**src/rtl/traffic_pkg.sv**
```systemverilog
// Shared encodings for the adaptive traffic-light controller: FSM states,
// per-phase light codes and a constant-friendly ceil(log2) helper.
package traffic_pkg;

  typedef enum logic [1:0] {
    ST_GREEN  = 2'd0,
    ST_YELLOW = 2'd1,
    ST_ALLRED = 2'd2
  } state_t;

  // Per-phase light code, bit order {red, yellow, green}
  localparam logic [2:0] LT_R = 3'b100;
  localparam logic [2:0] LT_Y = 3'b010;
  localparam logic [2:0] LT_G = 3'b001;

  function automatic int clog2(input int value);
    int r;
    r = 0;
    for (int v = value - 1; v > 0; v = v >> 1) begin
      r++;
    end
    return r;
  endfunction

endpackage

```
**src/rtl/phase_queue_counter.sv**
```systemverilog
// One approach's arrival counter: 2-flop detector synchroniser, rising-edge
// detect and a saturating count that the controller clears on green load.
module phase_queue_counter #(
  parameter int CNT_W = 8
) (
  input  logic             clk,
  input  logic             reset,
  input  logic             detect,
  input  logic             clear,
  output logic [CNT_W-1:0] count
);

  logic [1:0]       sync_reg;
  logic             prev_reg;
  logic [CNT_W-1:0] count_reg;
  logic             arrival;

  assign arrival = sync_reg[1] & ~prev_reg;
  assign count   = count_reg;

  always_ff @(posedge clk) begin
    if (!reset) begin
      sync_reg  <= '0;
      prev_reg  <= 1'b0;
      count_reg <= '0;
    end else begin
      sync_reg <= {sync_reg[0], detect};
      prev_reg <= sync_reg[1];
      // A car arriving on the clearing cycle belongs to the next service round
      if (clear) begin
        count_reg <= CNT_W'(arrival);
      end else if (arrival && (count_reg != {CNT_W{1'b1}})) begin
        count_reg <= count_reg + CNT_W'(1);
      end
    end
  end

endmodule

```
**src/rtl/adaptive_phase_ctrl.sv**
```systemverilog
// N-approach adaptive traffic-light controller with demand-scaled green time.
// Define DEMAND_SKIP_EN to skip approaches with no queued cars.
module adaptive_phase_ctrl
  import traffic_pkg::*;
#(
  parameter int N_PHASES    = 4,
  parameter int CNT_W       = 8,
  parameter int TW          = 6,
  parameter int MIN_GREEN   = 10,
  parameter int EXT_PER_CAR = 2,
  parameter int MAX_GREEN   = 40,
  parameter int YELLOW_T    = 4,
  parameter int ALLRED_T    = 2,
  localparam int PW         = clog2(N_PHASES)
) (
  input  logic                      clk,
  input  logic                      reset,
  input  logic                      tick,
  input  logic [N_PHASES-1:0]       detect,
  output logic [3*N_PHASES-1:0]     lights,
  output logic [PW-1:0]             phase,
  output logic [1:0]                state,
  output logic [TW-1:0]             time_left,
  output logic [TW-1:0]             green_alloc,
  output logic [N_PHASES*CNT_W-1:0] queue_flat
);

  localparam int AW = CNT_W + TW + 1;

  state_t                  state_reg;
  logic [PW-1:0]           phase_reg;
  logic [TW-1:0]           time_reg;
  logic [TW-1:0]           alloc_reg;
  logic [3*N_PHASES-1:0]   lights_reg;

  logic [CNT_W-1:0]        queue [N_PHASES];
  logic [N_PHASES-1:0]     clear;
  logic                    load_green;
  logic [PW-1:0]           next_phase;
  logic [AW-1:0]           alloc_wide;
  logic [TW-1:0]           next_alloc;

  assign lights      = lights_reg;
  assign phase       = phase_reg;
  assign state       = state_reg;
  assign time_left   = time_reg;
  assign green_alloc = alloc_reg;

  assign load_green = tick && (state_reg == ST_ALLRED) && (time_reg == TW'(1));

  generate
    for (genvar gi = 0; gi < N_PHASES; gi++) begin : g_queue
      phase_queue_counter #(.CNT_W(CNT_W)) u_queue (
        .clk    (clk),
        .reset  (reset),
        .detect (detect[gi]),
        .clear  (clear[gi]),
        .count  (queue[gi])
      );
      assign clear[gi] = load_green && (next_phase == PW'(gi));
      assign queue_flat[gi*CNT_W +: CNT_W] = queue[gi];
    end
  endgenerate

  always_comb begin
    next_phase = (phase_reg == PW'(N_PHASES - 1)) ? '0 : phase_reg + PW'(1);
`ifdef DEMAND_SKIP_EN
    begin
      logic          found;
      logic [PW-1:0] cand;
      found = 1'b0;
      cand  = '0;
      // k == N_PHASES wraps to the current phase, so it is considered last
      for (int k = 1; k <= N_PHASES; k++) begin
        cand = PW'((int'(phase_reg) + k) % N_PHASES);
        if (!found && (queue[cand] != '0)) begin
          found      = 1'b1;
          next_phase = cand;
        end
      end
    end
`endif
  end

  always_comb begin
    alloc_wide = AW'(MIN_GREEN) + AW'(queue[next_phase]) * AW'(EXT_PER_CAR);
    next_alloc = (alloc_wide > AW'(MAX_GREEN)) ? TW'(MAX_GREEN) : alloc_wide[TW-1:0];
  end

  function automatic logic [3*N_PHASES-1:0] light_vec(input state_t st, input logic [PW-1:0] ph);
    logic [3*N_PHASES-1:0] v;
    v = {N_PHASES{LT_R}};
    for (int i = 0; i < N_PHASES; i++) begin
      if (PW'(i) == ph) begin
        if (st == ST_GREEN) v[3*i +: 3] = LT_G;
        else if (st == ST_YELLOW) v[3*i +: 3] = LT_Y;
      end
    end
    return v;
  endfunction

  always_ff @(posedge clk) begin
    if (!reset) begin
      state_reg  <= ST_ALLRED;
      phase_reg  <= PW'(N_PHASES - 1);
      time_reg   <= TW'(ALLRED_T);
      alloc_reg  <= '0;
      lights_reg <= {N_PHASES{LT_R}};
    end else if (tick) begin
      if (time_reg > TW'(1)) begin
        time_reg <= time_reg - TW'(1);
      end else begin
        case (state_reg)
          ST_GREEN: begin
            state_reg  <= ST_YELLOW;
            time_reg   <= TW'(YELLOW_T);
            lights_reg <= light_vec(ST_YELLOW, phase_reg);
          end
          ST_YELLOW: begin
            state_reg  <= ST_ALLRED;
            time_reg   <= TW'(ALLRED_T);
            lights_reg <= {N_PHASES{LT_R}};
          end
          default: begin
            state_reg  <= ST_GREEN;
            phase_reg  <= next_phase;
            time_reg   <= next_alloc;
            alloc_reg  <= next_alloc;
            lights_reg <= light_vec(ST_GREEN, next_phase);
          end
        endcase
      end
    end
  end

endmodule
```
**config.mk**
```make
export PLATFORM = sky130hd
export DESIGN_NAME = adaptive_phase_ctrl
export DESIGN_NICKNAME = d
export VERILOG_FILES = /design/src/rtl/traffic_pkg.sv /design/src/rtl/phase_queue_counter.sv /design/src/rtl/adaptive_phase_ctrl.sv
export SDC_FILE = /design/constraint.sdc
export NUM_CORES = 1
export LEC_CHECK = 0
export CORE_ASPECT_RATIO = 1.4
export CORE_UTILIZATION = 45
export DETAILED_ROUTE_END_ITERATION = 16
export PLACE_DENSITY_LB_ADDON = 0.08
export SYNTH_ARGS = -nofsm -noshare
export SYNTH_HDL_FRONTEND = slang
export SYNTH_SLANG_ARGS = --single-unit
```
**constraint.sdc**
```tcl
create_clock -name clk -period 4.7 [get_ports clk]
set_input_delay 0.47 -clock clk [delete_from_list [all_inputs] [get_ports clk]]
set_output_delay 0.47 -clock clk [all_outputs]
set_load 0.1 [all_outputs]
```
# [Word level (Yosys, flattened, before mapping)]
# Index checks and enable logic that the tools add are counted.
[classes] addsub=7 magnitude_cmp=3 eq_ne=17 muxes=25 bitwise_logic=12 n_reduce_logical=24
[ops] op="8-bit by 1-bit adder with 8-bit output, second input constant" count=4
[ops] op="8-bit inequality test, second input constant" count=4
[ops] op="3-bit 2-to-1 mux" count=8
[ops] op="12-bit case mux with 2 select lines" count=1
[ops] op="8-bit binary-select mux with 2-bit select" count=1
[ops] op="8-bit 2-to-1 mux" count=2
[ops] op="6-bit 2-to-1 mux" count=2
[ops] op="6-bit case mux with 2 select lines" count=1
[ops] op="4-bit by 9-bit adder with 10-bit output, first input constant" count=1
[ops] op="10-bit by 6-bit greater-than comparator with 1-bit output, second input constant" count=1
[ops] op="1-bit logical AND" count=10
[ops] op="2-bit OR reduction" count=5
[ops] op="2-bit equality test, first input constant" count=4
[ops] op="2-bit equality test, second input constant" count=4
[ops] op="1-bit 2-to-1 mux" count=8
[ops] op="2-bit nonzero test" count=4
[ops] op="1-bit NOT" count=7
[ops] op="6-bit by 1-bit equality test with 1-bit output, second input constant" count=1
[ops] op="6-bit by 1-bit greater-than comparator with 1-bit output, second input constant" count=1
[ops] op="2-bit zero test" count=3
[ops] op="6-bit by 1-bit subtractor with 6-bit output, second input constant" count=1
[ops] op="1-bit bitwise AND" count=4
[ops] op="1-bit by 2-bit equality test with 1-bit output, first input constant" count=2
[ops] op="2-bit by 1-bit equality test with 1-bit output, second input constant" count=2
[ops] op="other kinds (7)" count=7
[totals] register_bits=72 out_inout_bits=60 wordCells=109

# [Longest topological paths before layout]
[depth] word_depth=11 mapped_depth=12 depth_no_buf=10

# [Cells and area by module]
# From an unflattened synthesis, not the netlist that was laid out.
[hier_totals] hier_cells=408 area_unflattened_um2=3812.4
[modules_own_cells] module="phase_queue_counter" instances=4 cells_each=50 area_per_inst_um2=499.2 seq_area_each_um2=220.2
[modules_own_cells] module="adaptive_phase_ctrl" instances=1 cells_each=208 area_per_inst_um2=1815.5 seq_area_each_um2=540.5

# [Worst setup path before layout]
# No wires, ideal clock.
[synth_path] kind="register -> register" from="register phase_reg[0] (netlist: phase[0])" to="register alloc_reg[3] (netlist: green_alloc[3])" setup_time_ns=0.115 arrival_ns=4.294 required_ns=4.585 path_slack_ns=0.291 stages_incl_launch_ff=13 cell_sequence="dfxtp_1 > inv_1 > ha_1 > buf_4 > mux4_2 > ha_1 > or3_1 > o22ai_1 > and4bb_1 > o21ai_2 > or4b_4 > buf_6 > o21a_1"
[synth_via] elab_chain_cells=9 elab_cells_between_ends=10 classes_between="2 x add/sub; 1 x order compare; 1 x eq/ne; 5 x mux; 1 x bitwise"
[synth_lines] element="from (decl)" line_no="adaptive_phase_ctrl.sv:31" rtl="logic [PW-1:0] phase_reg;"
[synth_lines] element="from (signal assigned)" line_no="adaptive_phase_ctrl.sv:105" rtl="phase_reg <= PW'(N_PHASES - 1);"
[synth_lines] element="from (signal assigned)" line_no="adaptive_phase_ctrl.sv:126" rtl="phase_reg <= next_phase;"
[synth_lines] element="2-bit by 1-bit adder with 2-bit output / 2-bit equality test (equally long branches)" line_no="adaptive_phase_ctrl.sv:66" rtl="next_phase = (phase_reg == PW'(N_PHASES - 1)) ? '0 : phase_reg + PW'(1);"
[synth_lines] element="2-bit 2-to-1 mux *" line_no="adaptive_phase_ctrl.sv:66"
[synth_lines] element="named net next_phase[1]" line_no="adaptive_phase_ctrl.sv:39" rtl="logic [PW-1:0] next_phase;"
[synth_lines] element="2-bit NOT with 3-bit output (not written as such) *" line_no="adaptive_phase_ctrl.sv:86" rtl="alloc_wide = AW'(MIN_GREEN) + AW'(queue[next_phase]) * AW'(EXT_PER_CAR);"
[synth_lines] element="8-bit binary-select mux with 2-bit select *" line_no="adaptive_phase_ctrl.sv:86"
[synth_lines] element="8-bit 2-to-1 mux (not written as such) * (2 in series)" line_no="adaptive_phase_ctrl.sv:86"
[synth_lines] element="4-bit by 9-bit adder with 10-bit output *" line_no="adaptive_phase_ctrl.sv:86"
[synth_lines] element="10-bit by 6-bit greater-than comparator with 1-bit output" line_no="adaptive_phase_ctrl.sv:87" rtl="next_alloc = (alloc_wide > AW'(MAX_GREEN)) ? TW'(MAX_GREEN) : alloc_wide[TW-1:0];"
[synth_lines] element="6-bit 2-to-1 mux *" line_no="adaptive_phase_ctrl.sv:87"
[synth_lines] element="to (signal assigned)" line_no="adaptive_phase_ctrl.sv:128" rtl="alloc_reg <= next_alloc;"
[synth_lines] element="to (decl)" line_no="adaptive_phase_ctrl.sv:33" rtl="logic [TW-1:0] alloc_reg;"
# The timed path passes the listed nets; every way through them passes the cells marked *. The select of a mux whose other input is x is not followed.
# A chain may end at the register's enable or synchronous reset.

# [Worst setup path in the final report]
# Same ends and word-level chain as after synthesis.

==> metrics.txt <==
max FFs per register=32; clk slew on worst S/H paths=about 0.07 ns; total gr overflow=0; vias in the first global route=2922; Tcrit/Tclk final=87.00%; total of max-cap violations=0; GRT Util Overall=around 22%; Post-Syn Nets=~440; Final WS setup=0.6108 ns; f_max=244.5 MHz; n_diodes=0; Worst-Skew Late Latency=0.35 ns; io pins=67; path type of the worst min-delay path=reg -> reg; DP Area=4313 um^2; hold-fix buffers at CTS=0; final net count=495; antenna-violating nets left=0; CTS buffer count=9; Starting DRT DRC Count=118; setup bufs post-CTS=0; pre-CTS setup slack=0.6369 ns; detailed placer's ending HPWL=6.505 mm; Tmin final=4.089 ns; DIE AREA=8380 um^2; CP required=between 4 and 5 ns; Starting Density=46.53%; layout overhead on the synthesized area=24.88%; top-count cell post-synth=dfxtp_1; crit start category=register; largest net degree at the start of global routing=32; Post-Syn Area=3606 um^2; average wire per standard cell=15.28 um; Synth area leaders=dfxtp_1 39%, nand2_1 5.3%, ha_1 4.5%; Synth top area share=roughly 39%; gpl congestion=0.8575; final slew viol count=0; synthesized instance count=415; input/output buffers=65; Power Total=1.549 mW; CORE AREA=7750 um^2; register area share after synthesis=39.42%; Setup TNS=0 ns; Clock Skew=between 0.006 and 0.007 ns; worst-path fanout max=15; status=completed; post-synthesis async set-or-reset flop share=0%; drt drc=0; Setup crit end kind=register; CTS max path bufs=2; Gates resized, CTS repair=0; via count=3175; first-pass GRT wire length=~14 mm; final setup fails=0; flop2flop setup slack=0.61 ns; layout cells sized above 1=6.667%; Pleak=1.585 nW; Synth area leader=dfxtp_1; critical path class=reg -> reg; FF+latch count, synth=71; DIE WIDTH=77.66 um; Pre-antenna DRT Iters=4; Slew HR=between 20% and 30%; Detailed Route WL=slightly below 9 mm; RSZ-0062 raised after global routing=false; Least-Margin Pin Slew=1.078 ns; H-tree depth=3; Yosys cell types=a little over 60; clk sinks=a little over 70; Pwr per Cell Area=343.9 nW/um^2; Via density=5.474; Fin. Hold Viols=0; Design Area, Final=roughly 4500 um^2; syn_area_per_cell=8.689 um^2; initial antenna violation count=0; die height=107.9 um; Post-synth top cells=71 x dfxtp_1, 51 x nand2_1, 42 x nor2_1; Synth warnings=0; TritonCTS clock tree=yes; clk root buf=clkbuf_8; VDD IR-drop max=~0.00023 V; number of enable flip-flop cells after synthesis=0; Fin Hold WS=0.4338 ns; Rows=38; CP Data Arrival Time=4.33 ns; Top FF cell, synth=dfxtp_1
## power by group
part	internal [mW]	switching [mW]	leakage (nW)
clock	0.257	0.213	0.100
sequential	0.629	0.0343	0.576
combinational	0.117	0.298	0.909
total	1.00	0.545	1.59
## worst paths after layout
check                                       from                             end  cells after the start
setup reg to reg                        phase[0]                  green_alloc[3]                     10
hold / removal    g_queue[0].u_queue.sync_reg[0]  g_queue[0].u_queue.sync_reg[1]                      1
hold reg to reg   g_queue[0].u_queue.sync_reg[0]  g_queue[0].u_queue.sync_reg[1]                      1
setup / recovery                        phase[0]                  green_alloc[3]                     10
## critical path, cell delays in order (launching register included)
cell	delay, ns
dfxtp_1	0.53
inv_1	0.12
ha_1	0.70
mux4_2	0.67
ha_1	0.27
or3_1	0.34
o22ai_1	0.23
and4bb_1	0.24
o21ai_2	0.09
or4b_4	0.59
o21a_1	0.19
## routing by layer
metal,vias up,global-route usage [%],part of all wire (%)
met3,10,4.153,4.1
met5,-,0,0
met2,78,39.51,51
li1,1591,-,-
met1,1496,25.62,43
met4,0,10.51,1.7
## cell usage in the layout (no fill, tap or decap), types with 3 or more instances in the layout
master,synthesis,layout
dfxtp_1,71,71
clkdlybuf4s50_1,0,65
nand2_1,51,51
nor2_1,42,42
a21oi_1,27,27
nand3_1,25,25
nor3_1,15,15
xnor2_1,15,15
and2_1,13,13
ha_1,13,13
inv_1,12,12
o21ai_0,11,11
xor2_1,11,11
clkbuf_8,0,10
nand4_1,9,9
mux4_2,6,6
mux2i_1,5,5
a221oi_1,5,5
nor2b_1,5,5
or3_1,4,4
nand3b_1,4,4
o211ai_1,3,3
and3_1,3,3
nand2b_1,3,3
a211oi_1,3,3
clkinv_2,0,3
## logic make-up (layout without fill, tap and decap cells)
group	after synthesis	in the layout	synth area share, %
other cells	1	1	0.1040
simple gates	183	183	24.84
buf+inv	30	95	3.574
mux	14	14	6.489
compound gates	77	77	14.75
flops	71	71	39.42
fa+ha+maj	13	13	4.511
xor+xnor	26	26	6.315
## per-stage QoR
stage | instances | util (%)
after global routing | 580 | 58.10
final | 580 | 58.10
after detailed placement | 564 | 55.65
after global placement | 564 | 55.65
after floorplan | 415 | -
after CTS | 580 | 58.10
## area by class of cell
class / count / area (um^2)
inverters: 12 / 45.04
clock buffers: 12 / 145.1
clock inverters: 4 / 45.04
fillers: 730 / 3247
well taps: 100 / 125.1
flip-flops and latches: 71 / 1421
repair buffers: 67 / 665.6
multi-input cells: 314 / 2056
Note: power is estimated with default switching activity, not from simulation.
